### config.mk
export PLATFORM = sky130hd
export DESIGN_NAME = abacus_sample_scheduler
export DESIGN_NICKNAME = d
export VERILOG_FILES = /design/src/rtl/abacus_pkg.sv /design/src/rtl/abacus_window_counter.sv /design/src/rtl/abacus_sample_scheduler.sv
export SDC_FILE = /design/constraint.sdc
export NUM_CORES = 1
export LEC_CHECK = 0
export BUFFER_PORTS_ARGS = -buffer_cell sky130_fd_sc_hd__buf_2
export CAP_MARGIN = 30
export CORE_AREA = 2 2 128 130
export DETAILED_ROUTE_END_ITERATION = 8
export DIE_AREA = 0 0 130 132
export PLACE_DENSITY = 0.62
export SYNTH_ARGS = -nofsm -noshare
export SYNTH_HDL_FRONTEND = slang
export SYNTH_SLANG_ARGS = --single-unit
### constraint.sdc
create_clock -name aclk -period 2.6 [get_ports aclk]
set_input_delay 0 -clock aclk [delete_from_list [all_inputs] [get_ports aclk]]
set_output_delay 0 -clock aclk [all_outputs]
set_load 0.05 [all_outputs]
### src/rtl/abacus_pkg.sv
// Shared definitions for the abacus profiling block: scheduler state encoding,
// profiling-unit indices and scheduler register offsets.
package abacus_pkg;

    localparam int unsigned DEF_NUM_UNITS = 2;
    localparam int unsigned DEF_WIN_W     = 32;
    localparam int unsigned DEF_NWIN_W    = 16;
    localparam int unsigned STATE_W       = 3;

    localparam int unsigned UNIT_INSTR = 0;
    localparam int unsigned UNIT_CACHE = 1;

    localparam int unsigned REG_OFF_W = 8;
    localparam logic [REG_OFF_W-1:0] REG_SCHED_CTRL    = 8'h00;
    localparam logic [REG_OFF_W-1:0] REG_SCHED_WIN_LEN = 8'h04;
    localparam logic [REG_OFF_W-1:0] REG_SCHED_WIN_CNT = 8'h08;
    localparam logic [REG_OFF_W-1:0] REG_SCHED_STATUS  = 8'h0C;

    typedef enum logic [STATE_W-1:0] {
        ST_IDLE  = 3'd0,
        ST_CLEAR = 3'd1,
        ST_RUN   = 3'd2,
        ST_HOLD  = 3'd3,
        ST_SNAP  = 3'd4,
        ST_DONE  = 3'd5
    } sched_state_t;

endpackage

### src/rtl/abacus_window_counter.sv
// Loadable down-counter timing one sampling window; saturates at zero.
module abacus_window_counter #(
    parameter int unsigned WIN_W = 32
) (
    input  logic             aclk,
    input  logic             aresetn,
    input  logic             load,
    input  logic             dec_en,
    input  logic [WIN_W-1:0] load_val,
    output logic             zero_c
);

    logic [WIN_W-1:0] count;

    always_ff @(posedge aclk) begin
        if (!aresetn) begin
            count <= '0;
        end else if (load) begin
            count <= load_val;
        end else if (dec_en && (count != '0)) begin
            count <= count - WIN_W'(1);
        end
    end

    assign zero_c = (count == '0);

endmodule

### src/rtl/abacus_sample_scheduler.sv
// Sequences profiling units through clear/run/snapshot windows.
// Optional build macro ABACUS_SCHED_FREERUN_EN: no HOLD back-pressure, sticky snap_overrun.
module abacus_sample_scheduler
    import abacus_pkg::*;
#(
    parameter int unsigned NUM_UNITS = DEF_NUM_UNITS,
    parameter int unsigned WIN_W     = DEF_WIN_W,
    parameter int unsigned NWIN_W    = DEF_NWIN_W
) (
    input  logic                 aclk,
    input  logic                 aresetn,
    input  logic                 cfg_start,
    input  logic                 cfg_stop,
    input  logic [WIN_W-1:0]     cfg_window_len,
    input  logic [NWIN_W-1:0]    cfg_num_windows,
    input  logic [NUM_UNITS-1:0] cfg_unit_mask,
    input  logic                 snap_ack,
    output logic [NUM_UNITS-1:0] prof_enable,
    output logic                 prof_clear,
    output logic                 snap_strobe,
    output logic                 busy,
    output logic                 done,
    output logic [NWIN_W-1:0]    windows_completed,
    output logic                 snap_overrun,
    output logic [STATE_W-1:0]   state_o
);

    sched_state_t         state;
    logic [WIN_W-1:0]     sh_len;
    logic [NWIN_W-1:0]    sh_num;
    logic [NUM_UNITS-1:0] sh_mask;
    logic                 stop_req;
    logic                 snap_pending;

    logic                 win_zero_c;
    logic [WIN_W-1:0]     win_reload_c;
    logic                 run_end_c;
    logic                 hold_c;
    logic                 last_win_c;

    // A zero length runs a single-cycle window.
    assign win_reload_c = (sh_len == '0) ? '0 : sh_len - WIN_W'(1);

    abacus_window_counter #(
        .WIN_W (WIN_W)
    ) u_win_cnt (
        .aclk     (aclk),
        .aresetn  (aresetn),
        .load     (state == ST_CLEAR),
        .dec_en   (state == ST_RUN),
        .load_val (win_reload_c),
        .zero_c   (win_zero_c)
    );

    assign run_end_c  = win_zero_c || cfg_stop || stop_req;
    assign last_win_c = (sh_num != '0) && (windows_completed == sh_num);

`ifdef ABACUS_SCHED_FREERUN_EN
    assign hold_c = 1'b0;
`else
    // An ack arriving on the exit cycle releases the previous snapshot in time.
    assign hold_c = snap_pending && !snap_ack;
`endif

    assign state_o = state;

    always_ff @(posedge aclk) begin
        if (!aresetn) begin
            state             <= ST_IDLE;
            sh_len            <= '0;
            sh_num            <= '0;
            sh_mask           <= '0;
            stop_req          <= 1'b0;
            snap_pending      <= 1'b0;
            prof_enable       <= '0;
            prof_clear        <= 1'b0;
            snap_strobe       <= 1'b0;
            busy              <= 1'b0;
            done              <= 1'b0;
            windows_completed <= '0;
            snap_overrun      <= 1'b0;
        end else begin
            prof_clear  <= 1'b0;
            snap_strobe <= 1'b0;

            // Strobe sets pending even when acked in the same cycle.
            if (state == ST_SNAP) begin
                snap_pending <= 1'b1;
            end else if (snap_ack) begin
                snap_pending <= 1'b0;
            end

            if (busy && cfg_stop) begin
                stop_req <= 1'b1;
            end

            case (state)
                ST_IDLE, ST_DONE: begin
                    if (cfg_start) begin
                        sh_len            <= cfg_window_len;
                        sh_num            <= cfg_num_windows;
                        sh_mask           <= cfg_unit_mask;
                        windows_completed <= '0;
                        done              <= 1'b0;
                        snap_overrun      <= 1'b0;
                        stop_req          <= 1'b0;
                        busy              <= 1'b1;
                        prof_clear        <= 1'b1;
                        state             <= ST_CLEAR;
                    end
                end
                ST_CLEAR: begin
                    prof_enable <= sh_mask;
                    state       <= ST_RUN;
                end
                ST_RUN: begin
                    if (run_end_c) begin
                        prof_enable <= '0;
                        if (hold_c) begin
                            state <= ST_HOLD;
                        end else begin
                            snap_strobe       <= 1'b1;
                            windows_completed <= windows_completed + NWIN_W'(1);
                            state             <= ST_SNAP;
                        end
                    end
                end
                ST_HOLD: begin
                    if (snap_ack || !snap_pending) begin
                        snap_strobe       <= 1'b1;
                        windows_completed <= windows_completed + NWIN_W'(1);
                        state             <= ST_SNAP;
                    end
                end
                ST_SNAP: begin
`ifdef ABACUS_SCHED_FREERUN_EN
                    if (snap_pending) begin
                        snap_overrun <= 1'b1;
                    end
`endif
                    if (stop_req || cfg_stop || last_win_c) begin
                        done  <= 1'b1;
                        busy  <= 1'b0;
                        state <= ST_DONE;
                    end else begin
                        prof_clear <= 1'b1;
                        state      <= ST_CLEAR;
                    end
                end
                default: begin
                    prof_enable <= '0;
                    busy        <= 1'b0;
                    state       <= ST_IDLE;
                end
            endcase
        end
    end

endmodule

# ---- Word level (Yosys, flattened, before mapping)
# Cells that the tools add are included.
dict set report op_classes {
  addsub 3
  n_eq_ne 11
  mux 34
  n_bitwise 2
  reduce_logical 29
}
# operator count
set ops {}
lappend ops {{two-way mux 32 bit} 3}
lappend ops {{zero test 32 bit} 2}
lappend ops {{two-way mux 16 bit} 4}
lappend ops {{subtractor 32 x 1 -> 32 bit, second input constant} 2}
lappend ops {{case mux 16 bit (3 select lines)} 1}
lappend ops {{nonzero test 32 bit} 1}
lappend ops {{adder 16 x 1 -> 16 bit, second input constant} 1}
lappend ops {{equality test 16 bit} 1}
lappend ops {{nonzero test 16 bit} 1}
lappend ops {{two-way mux 3 bit} 5}
lappend ops {{case mux 3 bit (5 select lines)} 1}
lappend ops {{two-way mux 1 bit} 14}
lappend ops {{AND reduction 3 bit} 3}
lappend ops {{inequality test 2 bit, second input constant} 4}
lappend ops {{equality test 3 x 2 -> 1 bit, second input constant} 2}
lappend ops {{equality test 3 bit, second input constant} 2}
lappend ops {{case mux 1 bit (2 select lines)} 3}
lappend ops {{case mux 2 bit (3 select lines)} 1}
lappend ops {{nonzero test 2 bit} 3}
lappend ops {{logical OR 1 bit} 5}
lappend ops {{AND reduction 5 bit} 1}
lappend ops {{logical AND 1 bit} 4}
lappend ops {{AND reduction 2 bit} 2}
lappend ops {{OR reduction 4 bit} 1}
lappend ops {{10 further kinds} 12}
dict set report word_totals {
  reg_bits 109
  in_bits 55
  out_inout_bits 26
  word_cells 92
}

# ---- Depth between registers and ports, before layout
# Gate-level depths: netlist of the first run.
dict set report depth {
  depth_word 5
  depth_mapped 9
  depth_no_buf 8
}

# ---- By module
# Synthesis of the first run repeated with hierarchy kept, for this count alone.
dict set report unflattened {
  hier_cells 770
  hier_area_um2 6105.9
}
# mod instances cells_per_inst area_each_um2 seq_area_each_um2
set modules_own_cells {}
lappend modules_own_cells {abacus_sample_scheduler 1 521 4056.4 1541.5}
lappend modules_own_cells {abacus_window_counter 1 249 2049.5 640.6}

# ---- Least setup slack after synthesis of the first run
# No wires, ideal clock.
dict set report synth_timing {
  kind {flip-flop to flip-flop}
  startpoint {reg sh_len[0]}
  endpoint {reg u_win_cnt.count[28]}
  setup_ps 77
  arrival_time_ps 2533
  required_ps 2523
  slack_ps -11
  path_stages_with_launch 10
  path_buffers 1
  synth_period_minus_slack_ps 2611
  cell_sequence {dfxtp_1 > inv_1 > ha_1 > or4b_2 > clkbuf_1 > nor4_2 > nand2_1 > or4_1 > xor2_1 > o22ai_1}
}
dict set report synth_via {
  elab_chain_cells 3
  word_cells_on_any_way 4
  cone_classes {1 x add/sub; 2 x mux; 1 x reduce/logical}
}
# element line_no
set synth_lines {}
lappend synth_lines {{from (decl)} abacus_sample_scheduler.sv:29} ;# logic [WIN_W-1:0] sh_len;
lappend synth_lines {{from (signal assigned)} abacus_sample_scheduler.sv:100} ;# sh_len <= cfg_window_len;
lappend synth_lines {{subtractor 32 x 1 -> 32 bit or zero test 32 bit (tied branches)} abacus_sample_scheduler.sv:42} ;# assign win_reload_c = (sh_len == '0) ? '0 : sh_len - WIN_W'(1);
lappend synth_lines {{two-way mux 32 bit (*)} abacus_sample_scheduler.sv:42}
lappend synth_lines {{two-way mux 32 bit (*)} abacus_window_counter.sv:18} ;# end else if (load) begin
lappend synth_lines {{to (signal assigned)} abacus_window_counter.sv:19} ;# count <= load_val;
lappend synth_lines {{to (signal assigned)} abacus_window_counter.sv:21} ;# count <= count - WIN_W'(1);
lappend synth_lines {{to (decl)} abacus_window_counter.sv:13} ;# logic [WIN_W-1:0] count;
# Every way passes the cells marked *; elsewhere a longest branch is shown, timed or not.
# A chain may end at the register's enable or synchronous reset.

# ---- Worst setup path after layout of the first run
dict set report layout_timing {
  startpoint {reg u_win_cnt.count[11]}
  endpoint {reg windows_completed[7]}
}
dict set report layout_via {
  elab_chain_cells 5
}
# element line_no
set layout_lines {}
lappend layout_lines {{zero test 32 bit} abacus_window_counter.sv:25} ;# assign zero_c = (count == '0);
lappend layout_lines {{logical OR 1 bit (2 in series)} abacus_sample_scheduler.sv:55} ;# assign run_end_c = win_zero_c || cfg_stop || stop_req;
lappend layout_lines {{inequality test 2 bit (no source line)} -}
lappend layout_lines {{AND reduction 5 bit (no source line)} -}
lappend layout_lines {{to (signal assigned)} abacus_sample_scheduler.sv:123} ;# windows_completed <= windows_completed + NWIN_W'(1);
lappend layout_lines {{to (signal assigned)} abacus_sample_scheduler.sv:131} ;# windows_completed <= windows_completed + NWIN_W'(1);
lappend layout_lines {{to (decl)} abacus_sample_scheduler.sv:23} ;# output logic [NWIN_W-1:0] windows_completed,
# Every way passes these cells.

==> results.json, run 1 <==
{
  "num_io_pins": 81,
  "clock_power_share_pct": 14.7,
  "die_width_um": 130,
  "synth_edf_count": 0,
  "cp-start-kind": "flop",
  "ir_worst_vdd_mv": 0.702,
  "cts_sinks": 109,
  "finalSetupTns_ps": -179,
  "fill_cells": 1515,
  "fp.dieH_um": 132,
  "p_per_area_mw_per_mm2": 1290,
  "first_iter_violations": 450,
  "p_leak_nw": 3.22,
  "violations": "negative setup slack",
  "row_count": 46,
  "port_buffers": 79,
  "syn_nets": 828,
  "fp.coreArea_sq_mm": 0.0157,
  "intPower_mw": 5.71,
  "holdCritPathClass": "in2reg",
  "synth.distinct_cells": 64,
  "fin_nets": 1002,
  "cts_max_level": 3,
  "rsz0062_at_grt": "yes",
  "yosysTopAreaCellShare_pct": 36.4,
  "finalSetupViolCount": 5,
  "ys_warn_count": 0,
  "synth_cells": 769,
  "required_ps": 2890,
  "relSlewSlack_pct": 56.3,
  "drt-pass1-iter-count": 5,
  "finalCriticalPeriod_ps": 2650,
  "yosysTopAreaCell": "dfxtp_1",
  "synthArstFlopShare_pct": 0,
  "dp_slack_ps": -46.7,
  "vias_per_cell": 5.28,
  "gp_routability_congestion": 0.861,
  "grt_pass1_wl_um": 29400,
  "wire_per_inst_um": 15.0,
  "initial_core_util_pct": 38.2,
  "dieArea_sq_mm": 0.0172,
  "ys_ff_latch": 109,
  "switching_share_pct": 44.5,
  "syn_area_per_cell_sq_um": 7.80,
  "tritoncts": "done",
  "worst_slack_ps": -49.8,
  "hpwl_um": 12600,
  "clock_path_buffers": 2,
  "overflow": 0,
  "outcome": "finished, violations left",
  "maxCapViolCount": 0,
  "grt_max_degree": 52,
  "end_kind": "flop",
  "utilization_pct": 50.9,
  "ys_seq_area_share_pct": 36.4,
  "final_cell_mix": "149 x nand2_1, 109 x dfxtp_1, 79 x buf_2",
  "holdWs_ps": 120,
  "grt.total_usage_pct": 21.1,
  "crit_arrival_ps": 2940,
  "drc": 0,
  "synthTopCellsByArea": "dfxtp_1 36%, nand2_1 9.3%, a21boi_0 6.4%",
  "cts_made_buffers": 9,
  "switchingPower_mw": 4.58,
  "seq_power_share_pct": 23.6,
  "clockRootBuffer": "clkbuf_16",
  "ant_nets": 0,
  "post-route-period-util_pct": 102,
  "critPathKind": "reg2reg",
  "p_comb_share_pct": 61.6,
  "antenna_cells": 0,
  "final_layout_size_suffix_gt1_share_pct": 20.5,
  "drt_wl_total_um": 17500,
  "worst_skew_pair.late_latency_ps": 360,
  "num_vias": 6143,
  "final_hold_viol_count": 0,
  "clk_pin_slew_ps": 70,
  "synthToLayoutAreaGrowth_pct": 33.2,
  "worstPathMaxFanout": 12,
  "antenna_found_initial": 0,
  "report.final.slew_viol_count": 0,
  "fin_skew_ps": 11.2,
  "mostFrequentLayoutCell": "nand2_1",
  "synth_flop_cell": "dfxtp_1",
  "max_freq_mhz": 377,
  "worst_slew_pin_slew_ps": 656,
  "grt_pass1_vias": 5867,
  "synth_area_sq_mm": 0.00600
}
==> routing by layer <==
layer | vias up | GRT usage [%] | routed length, um
met5 | - | 0 | 0
met4 | 0 | 6.39 | 272
met3 | 22 | 3.94 | 982
met2 | 163 | 32.1 | 7730
met1 | 2832 | 30.1 | 8500
li1 | 3126 | - | -
==> power groups by stage <==
stage | Sequential (mW) | Combinational, mW | Clock, mW
CTS | 2.42 | 6.07 | 1.54
floorplan | 2.55 | 3.66 | 0
global placement | 2.45 | 5.83 | 0
global route | 2.49 | 6.97 | 1.61
finish | 2.43 | 6.34 | 1.52
detailed placement | 2.45 | 5.87 | 0
==> repair_timing <==
item,CTS,global route
pin swaps,0,5
hold buffers,52,0
gates resized for setup,3,25
setup endpoints to repair,6,27
hold endpoints to repair,52,0
setup buffers,2,3
==> worst paths after layout <==
kind	slack, ps	to	cells after the start	startpoint
hold reg to reg	470	done	1	done
setup / recovery	-50	windows_completed[7]	8	u_win_cnt.count[11]
setup reg to reg	-50	windows_completed[7]	8	u_win_cnt.count[11]
hold / removal	120	state_o[2]	4	cfg_start
==> critical path, stage by stage (launching register included) <==
cell and delay [ps]:
dfxtp_1 310, or4_4 540, or4_4 570, nor4_4 220, buf_4 170, o211ai_1 90, buf_4 190, or3_1 360
a21oi_2 140
==> final cells by class <==
type                            count  area (sq um)  area share, %
Clock buffer                       11           243           3.04
Clock inverter                      5          81.3           1.02
Inverter                           10          37.5          0.470
Multi-Input combinational cell    609          3690           46.2
Sequential cell                   109          2180           27.3
Tap cell                          216           270           3.38
Timing Repair Buffer              204          1480           18.6
==> sequential cells by signal, summed over array words and instances (netlist names) <==
name and count:
windows_completed 16, u_win_cnt.count 32, prof_clear 1, sh_len 32
busy 1, snap_strobe 1, snap_pending 1, prof_enable 2
done 1, stop_req 1, state_o 3, sh_num 16
sh_mask 2
==> cell families (layout without fill, tap and decap cells) <==
kind of cell,count (synthesis),in the layout,synth area share (%)
XOR/XNOR,55,55,8.03
flip-flops,109,109,36.4
AO/OA/AOI/OAI,191,191,21.6
AND/OR/NAND/NOR,358,358,29.8
other,1,1,0.0625
buffers and inverters,51,230,3.29
adder cells (fa/ha/maj),4,4,0.834
==> per-stage QoR <==
| step | instance area [sq um] | power [mW] | std cells |
|---|---|---|---|
| after floorplan | 6010 | 6.22 | 769 |
| after global placement | 7040 | 8.28 | 1092 |
| after detailed placement | 7040 | 8.33 | 1092 |
| after CTS | 7910 | 10.0 | 1162 |
| after global routing | 7990 | 11.1 | 1164 |
| final | 7990 | 10.3 | 1164 |
==> synth_stat cells, drive strengths merged (4+ instances only) <==
cell and instances:
nand2b 8, o211a 5, a21oi 36, nand3 16, nor4 22, o211ai 4, xnor2 35, nor2b 8
nand2 149, o21ai 37, xor2 20, inv 10, or3 21, nor4b 4, nand4 13, a32oi 4
o21a 6, or4 15, o22ai 10, dfxtp 109, a21boi 51, and2 6, a31oi 5, clkbuf 38
nor3 31, and3 5, ha 4, nor2 45
Note: power is estimated with default switching activity, not from simulation.
==> inputs of run 2 (changes only) <==
--- a/config.mk
+++ b/config.mk
@@ -7,10 +7,11 @@
 export LEC_CHECK = 0
 export BUFFER_PORTS_ARGS = -buffer_cell sky130_fd_sc_hd__buf_2
 export CAP_MARGIN = 30
-export CORE_AREA = 2 2 128 130
+export CORE_AREA = 2 2 129 131
 export DETAILED_ROUTE_END_ITERATION = 8
-export DIE_AREA = 0 0 130 132
+export DIE_AREA = 0 0 131 133
 export PLACE_DENSITY = 0.62
 export SYNTH_ARGS = -nofsm -noshare
 export SYNTH_HDL_FRONTEND = slang
+export SYNTH_HIERARCHICAL = 1
 export SYNTH_SLANG_ARGS = --single-unit
==> run 2 against run 1 <==
  * The run still ends with negative setup slack left
  * Register-to-register slack lost 310 ps
  * Clock power shrank 7%
  * Flip-flop and latch count is the same
  * Largest cell class unchanged
  * Via count grew 0.99%
  * Final area grew 3.8%
  * Core utilization grew 0.45 points
  * Highest routed layer unchanged
  * Total power shrank 45%
  * Non-clock buffer count grew 21
==> results.json, run 2 <==
{
  "outcome": "finished, violations left",
  "path_cells": "or4_4 -> or3_4 -> nor3_4 -> nor4_2 -> o32a_1 -> or4_4 -> or3_1 -> a21oi_1",
  "synthTopCellsByArea": "dfxtp_1 36%, nand2_1 7.6%, a21oi_1 6.6%",
  "row_count": 47,
  "synth_xor_area_share_pct": 8.03,
  "num_vias": 6204,
  "final_hold_viol_count": 0,
  "yosys-mux-area-fraction_pct": 1.60,
  "overflow": 0,
  "fp.coreArea_sq_mm": 0.0162,
  "final_cell_mix": "123 x nand2_1, 109 x dfxtp_1, 88 x buf_4",
  "ant_nets": 0,
  "clk_pin_slew_ps": 70,
  "p_per_area_mw_per_mm2": 684,
  "holdWs_ps": 15.2,
  "fin_area_sq_mm": 0.00830,
  "p_leak_nw": 3.44,
  "hpwl_um": 12600,
  "cpMaxStageDelayCell": "or4_4",
  "grt_max_degree": 47,
  "intPower_mw": 3.63,
  "fp.dieH_um": 133,
  "post-route-period-util_pct": 114,
  "cts_max_level": 3,
  "drc": 0,
  "required_ps": 2870,
  "synth_fa_ha_area_share_pct": 0.615,
  "grt_pass1_wl_um": 29600,
  "synth_top_cells_by_count": "123 x nand2_1, 109 x dfxtp_1, 81 x a21oi_1",
  "fill_cells": 1551,
  "rsz0062_at_grt": "yes",
  "syn_area_per_cell_sq_um": 7.93,
  "yosysTopAreaCellShare_pct": 35.7,
  "violations": "negative setup slack",
  "ys_seq_area_share_pct": 35.7,
  "clock_power_share_pct": 24.9,
  "initial_core_util_pct": 37.8,
  "cts_sinks": 109,
  "relSlewSlack_pct": 36.4,
  "synth_cells": 770,
  "finalCriticalPeriod_ps": 2960,
  "drt_wl_total_um": 18200,
  "top_regs": "sh_len: 32 flops, u_win_cnt/count: 32 flops",
  "fin_skew_ps": 10.8,
  "synth_most_common_cell": "nand2_1",
  "tritoncts": "done",
  "mostFrequentLayoutCell": "nand2_1",
  "slowest_delay_ps": 570,
  "finalSetupViolCount": 19,
  "max_freq_mhz": 338,
  "num_io_pins": 81,
  "synth_top_family_by_area": "simple AND/OR/NAND/NOR gates",
  "clockRootBuffer": "clkbuf_16",
  "cts_made_buffers": 9,
  "yosys.area_share.simple_pct": 30.8,
  "first_iter_violations": 359,
  "worst_slew_pin_slew_ps": 953,
  "synthArstFlopShare_pct": 0,
  "crit_arrival_ps": 3230,
  "final_layout_size_suffix_gt1_share_pct": 25.6,
  "worstPathMaxFanout": 6,
  "ir_worst_vdd_mv": 0.359,
  "met1_length_um": 8370,
  "critPathKind": "reg2reg",
  "vias_per_cell": 5.23,
  "worst_slack_ps": -358,
  "yosysTopAreaCell": "dfxtp_1",
  "maxCapViolCount": 0,
  "holdCritPathClass": "in2reg",
  "wl_met2_um": 8910,
  "gp_routability_congestion": 0.857,
  "switching_share_pct": 36.1,
  "cp-start-kind": "flop",
  "wire_per_inst_um": 15.4,
  "drt-pass1-iter-count": 5,
  "ys_warn_count": 6,
  "syn_nets": 828,
  "fin_nets": 1019,
  "die_width_um": 131,
  "report.final.slew_viol_count": 0,
  "p_comb_share_pct": 40.3,
  "grt_pass1_vias": 5966,
  "synth.distinct_cells": 78,
  "synth_edf_count": 0,
  "synth_area_sq_mm": 0.00611,
  "seq_power_share_pct": 34.7,
  "synth_compound_area_share_pct": 18.2,
  "synthToLayoutAreaGrowth_pct": 35.9,
  "top_layer_used": "met4",
  "p_total_mw": 5.67,
  "antenna_cells": 0,
  "antenna_found_initial": 0,
  "grt.total_usage_pct": 21.0,
  "synth_flop_cell": "dfxtp_1",
  "wl_met3_um": 756,
  "dieArea_sq_mm": 0.0174,
  "cpMostUsedCell": "or4_4",
  "clock_path_buffers": 2,
  "switchingPower_mw": 2.05,
  "place_area_sq_mm": 0.00725,
  "port_buffers": 79,
  "ys_ff_latch": 109,
  "worst_skew_pair.late_latency_ps": 350,
  "end_kind": "flop"
}
run 2: area by class of cell:
class | count | area (sq um) | area share (%)
Inverter | 14 | 52.6 | 0.633
Sequential cell | 109 | 2180 | 26.3
Tap cell | 220 | 275 | 3.32
Clock inverter | 5 | 58.8 | 0.709
Clock buffer | 11 | 243 | 2.92
Multi-Input combinational cell | 602 | 3780 | 45.5
Timing Repair Buffer | 225 | 1710 | 20.6
run 2: critical path: cells and delay by family (launching register included):
kind / cells / cell delay (ps)
AOI/OAI and AO/OA: 2 / 480
DFF: 1 / 320
and+or+nand+nor: 6 / 2090
run 2: power by group through the flow:
stage          registers [mW]  logic [mW]  clock network, mW
3_5_place_dp             2.00        2.10                  0
2_1_floorplan            2.05        1.28                  0
6_report                 1.97        2.29               1.42
3_3_place_gp             2.00        2.09                  0
4_1_cts                  1.97        2.19               1.44
5_1_grt                  1.99        2.51               1.50
run 2: path summary, 6_finish.rpt:
path / start / end / slack (ps) / cells after the start
min reg2reg: sh_mask[0] / sh_mask[0] / 460 / 2
max: u_win_cnt/count[20] / windows_completed[11] / -360 / 8
max reg2reg: u_win_cnt/count[20] / windows_completed[11] / -360 / 8
min: cfg_start / busy / 20 / 3
run 2: cells by family (layout without fill, tap and decap cells):
| group | after synthesis | in the layout |
|---|---|---|
| AOI/OAI and AO/OA | 179 | 179 |
| adders and majority gates | 3 | 3 |
| muxes | 9 | 9 |
| xor gates and xnor gates | 56 | 56 |
| and+or+nand+nor | 354 | 354 |
| buffers and inverters | 59 | 255 |
| other | 1 | 1 |
| DFF | 109 | 109 |
run 2: routing by layer:
layer	vias to the layer above	GRT usage (%)
li1	3138	-
met5	-	0
met4	0	4.85
met2	146	35.0
met3	14	2.95
met1	2906	28.8
run 2: timing repair:
action | 4_1_cts | 5_1_grt
resized for setup | 2 | 18
hold buffers | 51 | 0
hold endpoints to repair | 51 | 0
pin swaps | 1 | 11
buffers inserted | 2 | 7
cloned | 0 | 2
setup endpoints to repair | 12 | 18
run 2: per-stage QoR:
step / utilization (%) / setup slack, ps / setup TNS [ps] / std cells
3_3_place_gp: 44.8 / -312 / -1520 / 1108
2_1_floorplan: - / -317 / -1700 / 770
5_1_grt: 51.3 / -486 / -4150 / 1186
4_1_cts: 50.0 / -356 / -1750 / 1177
6_report: 51.3 / -358 / -1940 / 1186
3_5_place_dp: 44.8 / -367 / -1940 / 1108
